--- config.mk ---
export PLATFORM = sky130hd
export DESIGN_NAME = config_latch_bank_ctrl
export DESIGN_NICKNAME = d
export VERILOG_FILES = /design/src/rtl/config_latch_bank_pkg.sv /design/src/rtl/config_latch_bank_timer.sv /design/src/rtl/config_latch_bank_ctrl.sv
export SDC_FILE = /design/constraint.sdc
export NUM_CORES = 1
export LEC_CHECK = 0
export CAP_MARGIN = 20
export CORE_MARGIN = 2
export CORE_UTILIZATION = 35
export CTS_BUF_LIST = sky130_fd_sc_hd__clkbuf_4 sky130_fd_sc_hd__clkbuf_8
export DETAILED_ROUTE_END_ITERATION = 12
export PLACE_DENSITY_LB_ADDON = 0.05
export SETUP_SLACK_MARGIN = 0.1
export SYNTH_ARGS = -nofsm -noshare
export SYNTH_HDL_FRONTEND = slang
export SYNTH_SLANG_ARGS = --single-unit
--- constraint.sdc ---
create_clock -name prog_clk -period 5.5 [get_ports prog_clk]
set_clock_uncertainty 0.2 [all_clocks]
set_input_delay 0.825 -clock prog_clk [delete_from_list [all_inputs] [get_ports prog_clk]]
set_output_delay 0.825 -clock prog_clk [all_outputs]
set_load 0.01 [all_outputs]
--- src/rtl/config_latch_bank_pkg.sv ---
// Shared state encoding and default geometry for the configuration latch bank controller.
// CONFIG_LATCH_BANK_READBACK_EN adds the VERIFY state used by the readback check.
package config_latch_bank_pkg;

  localparam int DEF_NUM_BL          = 8;
  localparam int DEF_NUM_WL          = 16;
  localparam int DEF_WL_PULSE_CYCLES = 2;
  localparam int DEF_RST_CYCLES      = 4;

  typedef enum logic [2:0] {
    ST_IDLE   = 3'd0,
    ST_LRST   = 3'd1,
    ST_WAIT   = 3'd2,
    ST_SETUP  = 3'd3,
    ST_PULSE  = 3'd4,
    ST_HOLD   = 3'd5,
`ifdef CONFIG_LATCH_BANK_READBACK_EN
    ST_VERIFY = 3'd7,
`endif
    ST_DONE   = 3'd6
  } state_t;

  function automatic int clamp_min1(input int v);
    return (v < 1) ? 1 : v;
  endfunction

endpackage

--- src/rtl/config_latch_bank_timer.sv ---
// Down-counter shared by the latch-reset and word-line pulse phases.
// zero is high whenever the count has run out.
module config_latch_bank_timer #(
  parameter int W = 4
) (
  input  logic         prog_clk,
  input  logic         prog_reset,
  input  logic         load,
  input  logic [W-1:0] load_val,
  input  logic         en,
  output logic         zero
);

  localparam logic [W-1:0] ONE = W'(1);

  logic [W-1:0] cnt_r;

  // Load has priority over counting; the count parks at zero.
  always_ff @(posedge prog_clk) begin
    if (prog_reset) begin
      cnt_r <= '0;
    end else if (load) begin
      cnt_r <= load_val;
    end else if (en && (cnt_r != '0)) begin
      cnt_r <= cnt_r - ONE;
    end else begin
      cnt_r <= cnt_r;
    end
  end

  assign zero = (cnt_r == '0);

endmodule

--- src/rtl/config_latch_bank_ctrl.sv ---
// Frame sequencer for a bit-line/word-line configuration latch array.
// CONFIG_LATCH_BANK_READBACK_EN adds q_rb/err and a per-word VERIFY cycle.
module config_latch_bank_ctrl
  import config_latch_bank_pkg::*;
#(
  parameter int NUM_BL          = DEF_NUM_BL,
  parameter int NUM_WL          = DEF_NUM_WL,
  parameter int WL_PULSE_CYCLES = DEF_WL_PULSE_CYCLES,
  parameter int RST_CYCLES      = DEF_RST_CYCLES
) (
  input  logic              prog_clk,
  input  logic              prog_reset,
  input  logic              start,
  input  logic              din_valid,
  input  logic [NUM_BL-1:0] din_data,
  output logic              din_ready,
  output logic              latch_resetb,
  output logic [NUM_BL-1:0] bl,
  output logic [NUM_WL-1:0] wl,
  output logic              busy,
  output logic              done
`ifdef CONFIG_LATCH_BANK_READBACK_EN
  ,
  input  logic [NUM_BL-1:0] q_rb,
  output logic              err
`endif
);

  localparam int CW    = (NUM_WL > 1) ? $clog2(NUM_WL) : 1;
  localparam int P_EFF = clamp_min1(WL_PULSE_CYCLES);
  localparam int R_EFF = clamp_min1(RST_CYCLES);
  localparam int T_MAX = (P_EFF > R_EFF) ? P_EFF : R_EFF;
  localparam int TW    = (T_MAX > 1) ? $clog2(T_MAX) : 1;

  localparam logic [CW-1:0] LAST_COL   = CW'(NUM_WL - 1);
  localparam logic [CW-1:0] COL_ONE    = CW'(1);
  localparam logic [TW-1:0] RST_LOAD   = TW'(R_EFF - 1);
  localparam logic [TW-1:0] PULSE_LOAD = TW'(P_EFF - 1);

  state_t            state_r;
  logic [CW-1:0]     col_r;
  logic              t_load_s;
  logic              t_en_s;
  logic              t_zero_s;
  logic [TW-1:0]     t_val_s;
  logic [NUM_WL-1:0] col_onehot_s;

  // Timer is loaded on entry to LRST/PULSE and counts while in them.
  always_comb begin
    t_load_s = 1'b0;
    t_val_s  = PULSE_LOAD;
    t_en_s   = 1'b0;
    case (state_r)
      ST_IDLE: begin
        t_load_s = start;
        t_val_s  = RST_LOAD;
      end
      ST_SETUP:          t_load_s = 1'b1;
      ST_LRST, ST_PULSE: t_en_s   = 1'b1;
      default:           t_en_s   = 1'b0;
    endcase
  end

  // One-hot decode of the current column.
  always_comb begin
    col_onehot_s        = '0;
    col_onehot_s[col_r] = 1'b1;
  end

  config_latch_bank_timer #(.W(TW)) u_timer (
    .prog_clk   (prog_clk),
    .prog_reset (prog_reset),
    .load       (t_load_s),
    .load_val   (t_val_s),
    .en         (t_en_s),
    .zero       (t_zero_s)
  );

  // Frame sequencer; every output is registered alongside the state.
  always_ff @(posedge prog_clk) begin
    if (prog_reset) begin
      state_r      <= ST_IDLE;
      col_r        <= '0;
      wl           <= '0;
      bl           <= '0;
      latch_resetb <= 1'b1;
      din_ready    <= 1'b0;
      busy         <= 1'b0;
      done         <= 1'b0;
`ifdef CONFIG_LATCH_BANK_READBACK_EN
      err          <= 1'b0;
`endif
    end else begin
      case (state_r)
        ST_IDLE: begin
          if (start) begin
            state_r      <= ST_LRST;
            latch_resetb <= 1'b0;
            busy         <= 1'b1;
            done         <= 1'b0;
            col_r        <= '0;
`ifdef CONFIG_LATCH_BANK_READBACK_EN
            err          <= 1'b0;
`endif
          end
        end
        ST_LRST: begin
          if (t_zero_s) begin
            state_r      <= ST_WAIT;
            latch_resetb <= 1'b1;
            din_ready    <= 1'b1;
            col_r        <= '0;
          end
        end
        ST_WAIT: begin
          if (din_valid && din_ready) begin
            bl        <= din_data;
            din_ready <= 1'b0;
            state_r   <= ST_SETUP;
          end
        end
        ST_SETUP: begin
          wl      <= col_onehot_s;
          state_r <= ST_PULSE;
        end
        ST_PULSE: begin
          if (t_zero_s) begin
            wl      <= '0;
            state_r <= ST_HOLD;
          end
        end
`ifdef CONFIG_LATCH_BANK_READBACK_EN
        ST_HOLD: state_r <= ST_VERIFY;
        ST_VERIFY: begin
          if (q_rb != bl) begin
            err <= 1'b1;
          end
          if (col_r == LAST_COL) begin
            state_r <= ST_DONE;
          end else begin
            col_r     <= col_r + COL_ONE;
            din_ready <= 1'b1;
            state_r   <= ST_WAIT;
          end
        end
`else
        ST_HOLD: begin
          if (col_r == LAST_COL) begin
            state_r <= ST_DONE;
          end else begin
            col_r     <= col_r + COL_ONE;
            din_ready <= 1'b1;
            state_r   <= ST_WAIT;
          end
        end
`endif
        ST_DONE: begin
          done    <= 1'b1;
          busy    <= 1'b0;
          state_r <= ST_IDLE;
        end
        default: begin
          state_r      <= ST_IDLE;
          wl           <= '0;
          latch_resetb <= 1'b1;
          din_ready    <= 1'b0;
          busy         <= 1'b0;
        end
      endcase
    end
  end

endmodule

Yosys cells after proc, flatten, opt, wreduce, memory -nomap -nowiden --
Index checks and enable logic that the tools add are counted.
Word-level totals: bits in registers 37, bits of input ports 12, output and inout port bits 28, logic and storage cells 79
Operators by class: add/sub/neg operators 2, order comparisons 2, eq/ne operators 12, multiplexer cells 28, bitwise gates (word level) 4, reduce and logical (&&, ||, !) cells 22
Operators with widths (number):
- $pmux 16 s3 | 1
- $pmux 3 s6 | 1
- $mux 16 | 1
- $mux 3 | 5
- $reduce_or 5->1 | 3
- $mux 4 | 3
- $pmux 4 s3 | 1
- $reduce_and 4->1 | 3
- $ne 2x2->1 const B | 5
- $eq 3x3->1 const B | 3
- $reduce_and 2->1 | 4
- $mux 1 | 7
- $eq 3x2->1 const B | 2
- $mux 2 | 3
- $pmux 1 s2 | 3
- $reduce_bool 2->1 | 3
- $lt 4x5->1 const B | 1
- $add 4x1->4 const B | 1
- $demux 1 s4 | 1
- $eq 4x4->1 const B | 1
- $ge 4x1->1 const B | 1
- $not 1->1 | 4
- $pmux 1 s4 | 1
- $reduce_or 4->1 | 1
- other kinds (9) | 11

Logic depth before layout (Yosys ltp) --
Gate-level depths: netlist of the first run.
depth in word-level cells 6, mapped depth 7, gate-level depth less buffers 5

By module --
A second synthesis of the first run with hierarchy kept.
Unflattened totals: cells, all modules 194, area, all modules 1764.2 µm²
Modules (own cells, without submodules):
- config_latch_bank_ctrl | times used 1, cells an instance 180, area each 1637.8 µm², seq. area each 700.7 µm²
- config_latch_bank_timer | times used 1, cells an instance 14, area each 126.4 µm², seq. area each 40.0 µm²

Least setup slack after synthesis of the first run --
No wires, ideal clock.
path kind input to register, from input din_valid, to register state_r[0], library setup time 0.131 ns, arrival time 1.592 ns, required time 5.169 ns, setup slack 3.577 ns, stages on the path 4, path buffers 1, cells stage by stage and2_1 > clkbuf_1 > a2111oi_0 > nor3_1
Between the ends: word-level cells in the longest chain between the ends 3
RTL lines:
- start, declared | RTL line config_latch_bank_ctrl.sv:14 | input logic din_valid,
- $logic_and 1x1->1 | RTL line config_latch_bank_ctrl.sv:116 | if (din_valid && din_ready) begin
- $ne 2x2->1 (no source line)
- $reduce_and 4->1 (no source line)
- end signal, assigned | RTL line config_latch_bank_ctrl.sv:119 | state_r <= ST_SETUP;
- end signal, assigned | RTL line config_latch_bank_ctrl.sv:124 | state_r <= ST_PULSE;
- end signal, assigned | RTL line config_latch_bank_ctrl.sv:129 | state_r <= ST_HOLD;
- end, declared | RTL line config_latch_bank_ctrl.sv:40 | state_t state_r;
Every way passes these cells. A chain may end at the register's enable or synchronous reset.

Final worst setup path of the first run --
from register din_ready, to output din_ready
RTL lines:
- start, declared | RTL line config_latch_bank_ctrl.sv:16 | output logic din_ready,
- start signal, assigned | RTL line config_latch_bank_ctrl.sv:87 | din_ready <= 1'b0;
- start signal, assigned | RTL line config_latch_bank_ctrl.sv:111 | din_ready <= 1'b1;
- start signal, assigned | RTL line config_latch_bank_ctrl.sv:118 | din_ready <= 1'b0;
No word-level cell between the ends.

==> results of run 1 <==
[synth_stat cells, types with 2 or more instances]
cell type / number / share of area [%]
dfxtp_1: 37 / 40
nand3_1: 36 / 9.7
a21oi_1: 31 / 8.3
o21ai_0: 11 / 3.0
nand3b_1: 9 / 3.6
clkbuf_1: 8 / 1.6
inv_1: 7 / 1.4
buf_2: 6 / 1.6
ha_1: 5 / 3.4
nor2_1: 5 / 1.0
a211oi_1: 4 / 1.6
nand2_1: 4 / 0.81
a31oi_1: 3 / 1.0
buf_4: 3 / 1.2
nor2b_1: 3 / 1.0
nor3_1: 3 / 0.81
o21a_1: 3 / 1.2
a211o_1: 2 / 0.94
a41oi_1: 2 / 0.94
nor3b_1: 2 / 0.81
o221ai_1: 2 / 0.94
or3b_2: 2 / 0.94
or4b_1: 2 / 1.1
[worst min-delay path, delay by kind of cell, from the launching register on]
kind            cells  cell delay, ns
simple gates        1            0.06
compound gates      1            0.05
flops               1            0.31
[registers in the layout, summed over array words and instances (netlist names)]
register / flops
col_r: 4
done: 1
busy: 1
u_timer.cnt_r: 2
latch_resetb: 1
wl: 16
bl: 8
din_ready: 1
state_r: 3
[power by group]
part	internal, mW	leakage (nW)	switching [mW]
logic	0.0565	0.405	0.0564
clock network	0.180	0.0681	0.101
registers	0.279	0.300	0.0281
[per-stage QoR]
step                      instances  setup WS [ns]  hold slack [ns]
after floorplan                 218           3.58            0.288
after global placement          308           3.13            0.253
after detailed placement        308           3.05            0.256
after CTS                       316           3.18            0.268
after global routing            316           2.91            0.288
final                           316           3.20            0.263
[logic make-up after synthesis]
| logic type | after synthesis |
|---|---|
| flops | 37 |
| compound gates | 68 |
| simple gates | 80 |
| fa+ha+maj | 5 |
| mux | 1 |
| buf+inv | 27 |
[final timing paths]
path | start | to | slack (ns) | cells past startpoint
worst min-delay path | wl[10] | wl[10] | 0.26 | 2
worst min register to register | wl[10] | wl[10] | 0.26 | 2
worst max-delay path | din_ready | din_ready | 3.20 | 1
worst max register to register | state_r[2] | wl[13] | 3.20 | 3
[cell type report]
| cell class | count | area, um2 | share of cell area, % |
|---|---|---|---|
| Clock buffer | 5 | 68.8 | 2.90 |
| Clock inverter | 3 | 65.1 | 2.74 |
| Inverter | 7 | 26.3 | 1.11 |
| Multi-Input combinational cell | 154 | 990 | 41.7 |
| Sequential cell | 37 | 741 | 31.2 |
| Tap cell | 70 | 87.6 | 3.69 |
| Timing Repair Buffer | 40 | 398 | 16.7 |
[per-layer routing]
layer,up-vias,wire (um),GRT usage [%]
met5,-,0,0
met4,0,59,6.00
met3,6,158,4.12
met2,26,2000,23.3
met1,772,2190,21.9
li1,862,-,-
==> impl_metrics.ini, run 1 <==
[floorplan]
die_width_um = 76.9
initial_utilization_pct = 36.4
die_area_um2 = 5910
io_pins = 40
die_h_um = 76.9
core-area_um2 = 5110
num_rows = 26

[timing]
finalMaxSlewViolations = 0
period_share_pct = 41.8
max-slew-margin-rel_pct = 41.1
tightestPinTransition_ns = 0.882
rsz0062_at_grt = no
fmax_ghz = 0.435
fin_crit_ns = 2.30
hold_violations = 0
finalSetupViolCount = 0
fin_tns_setup_ns = 0

[final_layout]
layout_common_cells = clkdlybuf4s50_1, dfxtp_1, nand3_1, a21oi_1, o21ai_0
final_area_um2 = 2380
antenna_cells = 0
nets = 262
drive_above_1_share_pct = 7.72
fillerInstances = 507
finish.utilization_pct = 46.5
syn_to_final_growth_pct = 27.8
layout_commonest_cell = clkdlybuf4s50_1

[critical_path]
endpoint_kind = output pin
worstSetupPathType = flip-flop to output pin
start_kind = flip-flop
crit_required_ns = 4.47
crit_family = buffers and inverters
path_buf_inv = 1
crit_path_cell_trace = clkdlybuf4s50_1
cp_slowest_cell = clkdlybuf4s50_1
worstPathArrival_ns = 1.27
cp_max_fo = 6
cp_slowest_stage_delay_ns = 0.57

[clock_network]
clock_latency_ns = 0.29
cts_made_buffers = 5
path_clk_slew_ns = 0.08
clockBufferDepth = 2
cts_setup_buffers = 0
cts_hold_buf = 0
root_buffer = clkbuf_8
cts_max_level = 2
cts_tree = yes
cts_resized = 0
cts_sinks = 37

[grt]
grt_max_degree = 38
grt_pass1_wl_um = 7580
grt-ovfl-total = 0
first_global_vias = 1517
track_usage_pct = 15.8
antenna_found_initial = 0

[yosys]
synthFlopType = dfxtp_1
synth.cell_area_um2 = 1860
syn-num-nets = 235
yosys.area_share.simple_pct = 26.6
ys_types = 51
ys_seq_area_share_pct = 39.8
ys_ff_latch = 37
yosysWarnings = 0
synth_edf_count = 0
synthArstFlopShare_pct = 0
synth_mux_area_share_pct = 0.538
syn_inst = 218
synth-compound-area-share_pct = 22.7
synth_top_family_by_area = simple AND/OR/NAND/NOR gates
syn_avg_cell_area_um2 = 8.53
synth_fa_ha_area_share_pct = 3.36
synthXorXnorAreaFrac_pct = 0

[routing]
wire_per_inst_um = 13.9
via_per_inst = 5.27
wl_um = 4400
num_vias = 1666
drc = 0
postRouteAntennaNets = 0
first_iter_violations = 102
dr.pass1.iters = 4

[place]
place.gp.congestion = 0.712
portBuffers = 39
dpl_cell_area_um2 = 2240
hpwl_um = 2900

[worst_hold_path]
min_path_type = flip-flop to flip-flop

[outcome]
run_status = complete, no violations

[pwr]
p_leak_nw = 0.773
ir_drop_mv = 0.134
total_power_uw = 701
power_density_nw_per_um2 = 295

[flow_run]
cap_violations = 0
Note: power is estimated with default switching activity, not from simulation.
==> run 2: changes to the inputs <==
==> constraint.sdc (replaced) <==
create_clock -name prog_clk -period 2 [get_ports prog_clk]
set_clock_uncertainty 0.2 [all_clocks]
set_input_delay 0.3 -clock prog_clk [delete_from_list [all_inputs] [get_ports prog_clk]]
set_output_delay 0.3 -clock prog_clk [all_outputs]
set_load 0.01 [all_outputs]
==> run 2 against run 1 <==
  * Critical path depth grew 4
  * Global-route usage shrank 0.18 points
  * Design area grew 4.0%
  * Utilization rose by 1.9 points
  * First-iteration DRC count is 18% lower
  * Sequential cell count is the same
  * Worst setup slack worse by 3.0 ns
  * Via count up 5.6%
  * Cell count up 4.7%
  * Register-to-register slack got worse by 3.0 ns
  * Sequential share of layout area is 1.0 points lower
  * Largest cell class unchanged
  * Largest power group unchanged
==> impl_metrics.ini, run 2 (synthesis gave the netlist of run 1 again) <==
[critical_path]
start_kind = flip-flop
worstSetupStartpoint = u_timer.cnt_r[0]
crit_path_cell_trace = inv_1 -> ha_1 -> or4b_1 -> a41o_1 -> a31oi_1
cp_slowest_stage_delay_ns = 0.50
cp_slowest_cell = or4b_1
crit_required_ns = 2.02
r2r-start = u_timer.cnt_r[0]
worstPathArrival_ns = 1.86
cp_max_fo = 5
endpoint_kind = flip-flop
worstSetupPathType = flip-flop to flip-flop

[pwr]
power_density_nw_per_um2 = 722
ir_drop_mv = 0.447
p_int_mw = 1.25
p_leak_nw = 0.838
combPwrFrac_pct = 22.4
seqPwrFrac_pct = 45.9
power_switching_uw = 534
p_clk_share_pct = 31.7
swShare_pct = 29.9
total_power_mw = 1.78

[clock_network]
root_buffer = clkbuf_8
cts_made_buffers = 5
cts_max_level = 2
cts_hold_buf = 0
path_clk_slew_ns = 0.08
cts_sinks = 37
clock_latency_ns = 0.29
cts_setup_buffers = 0
cts_tree = yes
clockBufferDepth = 2

[final_layout]
layout_common_cells = clkdlybuf4s50_1, nand3_1, dfxtp_1, a21oi_1, buf_4
nets = 277
layout_commonest_cell = clkdlybuf4s50_1
multi_input_area_um2 = 993
seq_area_um2 = 744
largest_registers = wl x16, bl x8, col_r x4
finish.utilization_pct = 48.4
drive_above_1_share_pct = 14.6
antenna_cells = 0
syn_to_final_growth_pct = 32.9
regMostFlops = wl
largest_reg_flops = 16
fillerInstances = 528

[floorplan]
io_pins = 40
num_rows = 26
initial_utilization_pct = 36.4
core-area_um2 = 5110
die_area_um2 = 5910
die_h_um = 76.9
die_width_um = 76.9

[routing]
wire_per_inst_um = 13.9
postRouteAntennaNets = 0
drc = 0
wl_um = 4590
dr.pass1.iters = 4
first_iter_violations = 84
via_per_inst = 5.32
num_vias = 1760

[timing]
tightestPinTransition_ns = 0.442
hold_slack_ns = 0.264
fin_tns_setup_ns = 0
fin_crit_ns = 1.85
setup_slack_ns = 0.155
fmax_ghz = 0.542
max-slew-margin-rel_pct = 70.5
hold_violations = 0
finalMaxSlewViolations = 0
finalSetupViolCount = 0
period_share_pct = 92.3
rsz0062_at_grt = yes

[grt]
track_usage_pct = 15.6
grt_max_degree = 38
grt_pass1_wl_um = 7550
first_global_vias = 1552
grt-ovfl-total = 0
antenna_found_initial = 0

[flow_run]
cap_violations = 0

[place]
place_ws_ns = 0.133
place.gp.congestion = 0.759
hpwl_um = 3070
portBuffers = 39

[outcome]
run_status = complete, no violations

[worst_hold_path]
hold_start = wl[14]
min_path_type = flip-flop to flip-flop
## run 2: critical path, delay by kind of cell, from the launching register on
kind,cells,cell delay (ns)
AND/OR/NAND/NOR,1,0.50
flip-flops,1,0.36
AO/OA/AOI/OAI,2,0.36
adder cells (fa/ha/maj),1,0.30
buffers and inverters,1,0.05
## run 2: final cells by class
| cell class | instances | area share, % |
|---|---|---|
| Tap cell | 70 | 3.54 |
| Clock buffer | 6 | 3.34 |
| Clock inverter | 2 | 0.557 |
| Multi-Input combinational cell | 154 | 40.2 |
| Sequential cell | 37 | 30.1 |
| Inverter | 7 | 1.06 |
| Timing Repair Buffer | 55 | 21.2 |
## run 2: final timing paths
kind	cells after the start	endpoint	slack [ns]
min	2	wl[14]	0.26
max reg2reg	5	u_timer.cnt_r[1]	0.15
max	5	u_timer.cnt_r[1]	0.15
min reg2reg	2	wl[14]	0.26
## run 2: stage by stage
stage | std cells | cell area [um2]
floorplan | 218 | 1860
global placement | 323 | 2370
detailed placement | 323 | 2370
CTS | 331 | 2460
global route | 331 | 2470
finish | 331 | 2470
## run 2: layer usage
layer | routed length (um) | part of all wire, % | vias up | global-route usage [%]
met1 | 2370 | 52 | 840 | 22.4
met2 | 2040 | 44 | 29 | 23.0
met3 | 157 | 3.4 | 4 | 3.76
met5 | 0 | 0 | - | 0
met4 | 29 | 0.63 | 0 | 4.36
li1 | - | - | 887 | -
## run 2: power by group through the flow
stage	logic (mW)	registers [mW]	clock network, mW
after global placement	0.398	0.832	0
after global routing	0.445	0.827	0.614
after CTS	0.399	0.815	0.582
final	0.400	0.819	0.566
after detailed placement	0.397	0.832	0
after floorplan	0.269	0.818	0
## run 2: timing repair
| action | CTS | global route |
|---|---|---|
| gates resized for setup | 0 | 4 |
| hold endpoints to repair | 0 | 0 |
| endpoints found under the setup margin | 0 | 6 |
==> run 3: changes to the inputs <==
--- a/config.mk
+++ b/config.mk
@@ -10,7 +10,7 @@
 export CORE_UTILIZATION = 35
 export CTS_BUF_LIST = sky130_fd_sc_hd__clkbuf_4 sky130_fd_sc_hd__clkbuf_8
 export DETAILED_ROUTE_END_ITERATION = 12
-export PLACE_DENSITY_LB_ADDON = 0.05
+export PLACE_DENSITY_LB_ADDON = 0.2
 export SETUP_SLACK_MARGIN = 0.1
 export SYNTH_ARGS = -nofsm -noshare
 export SYNTH_HDL_FRONTEND = slang
==> run 3 against run 2 <==
  * Cell count down 0.91%
  * Sequential cell count did not move
  * Utilization about the same
  * Non-clock buffer count decreased by 3
  * Clock power up 20%
  * Critical endpoint unchanged
  * Largest cell class unchanged
  * Highest routed layer unchanged
==> impl_metrics.ini, run 3 (synthesis gave the netlist of run 1 again) <==
[outcome]
run_status = complete, no violations

[place]
place.gp.congestion = 0.741
portBuffers = 39
dp_cells = 320
hpwl_um = 2990

[floorplan]
die_h_um = 76.9
num_rows = 26
initial_utilization_pct = 36.4
core-area_um2 = 5110
io_pins = 40
die_area_um2 = 5910
die_width_um = 76.9

[timing]
fin_crit_ns = 1.85
max-slew-margin-rel_pct = 62.9
hold_violations = 0
period_share_pct = 92.3
fin_tns_setup_ns = 0
fmax_ghz = 0.542
hold_slack_ns = 0.266
finalMaxSlewViolations = 0
finalSetupViolCount = 0
tightestPinTransition_ns = 0.555
rsz0062_at_grt = no

[critical_path]
crit_required_ns = 1.97
cp_max_fo = 5
worstPathArrival_ns = 1.82
endpoint_kind = flip-flop
cp_common_cell = a31oi_1
cp_slowest_cell = or4bb_1
crit_path_cell_trace = inv_1 -> ha_4 -> or4bb_1 -> a31oi_1 -> a31oi_1
start_kind = flip-flop
r2r_setup_slack_ns = 0.15
worstSetupPathType = flip-flop to flip-flop
cp_slowest_stage_delay_ns = 0.50

[pwr]
p_clk_share_pct = 35.7
p_leak_nw = 0.824
seqPwrFrac_pct = 43.2
swShare_pct = 27.7
combPwrFrac_pct = 21.1
ir_drop_mv = 0.420
power_switching_uw = 528
power_density_nw_per_um2 = 772
p_int_mw = 1.38

[final_layout]
syn_to_final_growth_pct = 32.8
finish.utilization_pct = 48.3
multi_input_area_um2 = 1000
fillerInstances = 530
largest_registers = wl x16, bl x8, col_r x4
layout_common_cells = clkdlybuf4s50_1, nand3_1, dfxtp_1, a21oi_1, buf_4
largest_reg_flops = 16
drive_above_1_share_pct = 13.6
layout_commonest_cell = clkdlybuf4s50_1
finalNonFillerCells = 328
regMostFlops = wl
antenna_cells = 0
seq_area_um2 = 744
nets = 274

[grt]
antenna_found_initial = 0
grt-ovfl-total = 0
grt_max_degree = 21
grt_pass1_wl_um = 7850
first_global_vias = 1666
track_usage_pct = 16.0

[clock_network]
root_buffer = clkbuf_8
cts_made_buffers = 5
clock_latency_ns = 0.29
cts_tree = yes
cts_max_level = 2
cts_setup_buffers = 0
path_clk_slew_ns = 0.08
clockBufferDepth = 2
cts_sinks = 37

[routing]
num_vias = 1769
wire_per_inst_um = 13.7
dr.pass1.iters = 4
drc = 0
wl_um = 4500
via_per_inst = 5.39
postRouteAntennaNets = 0
first_iter_violations = 126

[flow_run]
cap_violations = 0

[worst_hold_path]
min_path_type = flip-flop to flip-flop
==> run 3: critical path, delay by kind of cell (launching register included) <==
family	cells	cell delay (ns)
and+or+nand+nor	1	0.50
DFF	1	0.37
AOI/OAI and AO/OA	2	0.32
buffers and inverters	1	0.08
adders and majority gates	1	0.26
==> run 3: routing by layer <==
metal  share of wire [%]  vias to the layer above  GRT usage, %
li1                    -                      881             -
met1                  49                      842          22.4
met2                  44                       41          24.3
met3                 5.8                        5          3.88
met4                 1.2                        0          4.91
met5                   0                        -             0
==> run 3: cell type report <==
cell class / count / share of cell area [%]
timing repair buffer: 52 / 19.8
tap: 70 / 3.55
sequential: 37 / 30.2
multi-input combinational: 154 / 40.6
clock inverter: 2 / 1.52
inverter: 7 / 1.06
clock buffer: 6 / 3.35
==> run 3: through the flow <==
step,area (um2),total power [mW],setup WS (ns)
floorplan,1860,1.09,0.207
global placement,2330,1.22,0.152
detailed placement,2330,1.22,0.120
CTS,2450,1.91,0.117
global route,2470,2.02,0.0866
finish,2470,1.91,0.155
==> run 3: power by group through the flow <==
stage	clock network (mW)	registers, mW	logic (mW)
floorplan	0	0.818	0.269
global placement	0	0.836	0.379
detailed placement	0	0.836	0.379
CTS	0.706	0.819	0.381
global route	0.734	0.832	0.449
finish	0.680	0.823	0.402
==> run 3: final timing paths <==
path / start / to / depth (start not counted)
worst max-delay path: u_timer.cnt_r[0] / u_timer.cnt_r[1] / 5
worst min-delay path: wl[9] / wl[9] / 2
worst max register to register: u_timer.cnt_r[0] / u_timer.cnt_r[1] / 5
worst min register to register: wl[9] / wl[9] / 2
==> run 3: repair_timing <==
action,CTS,global route
gates resized for setup,0,4
hold buffers,0,0
endpoints found under the setup margin,0,2
hold endpoints to repair,0,0
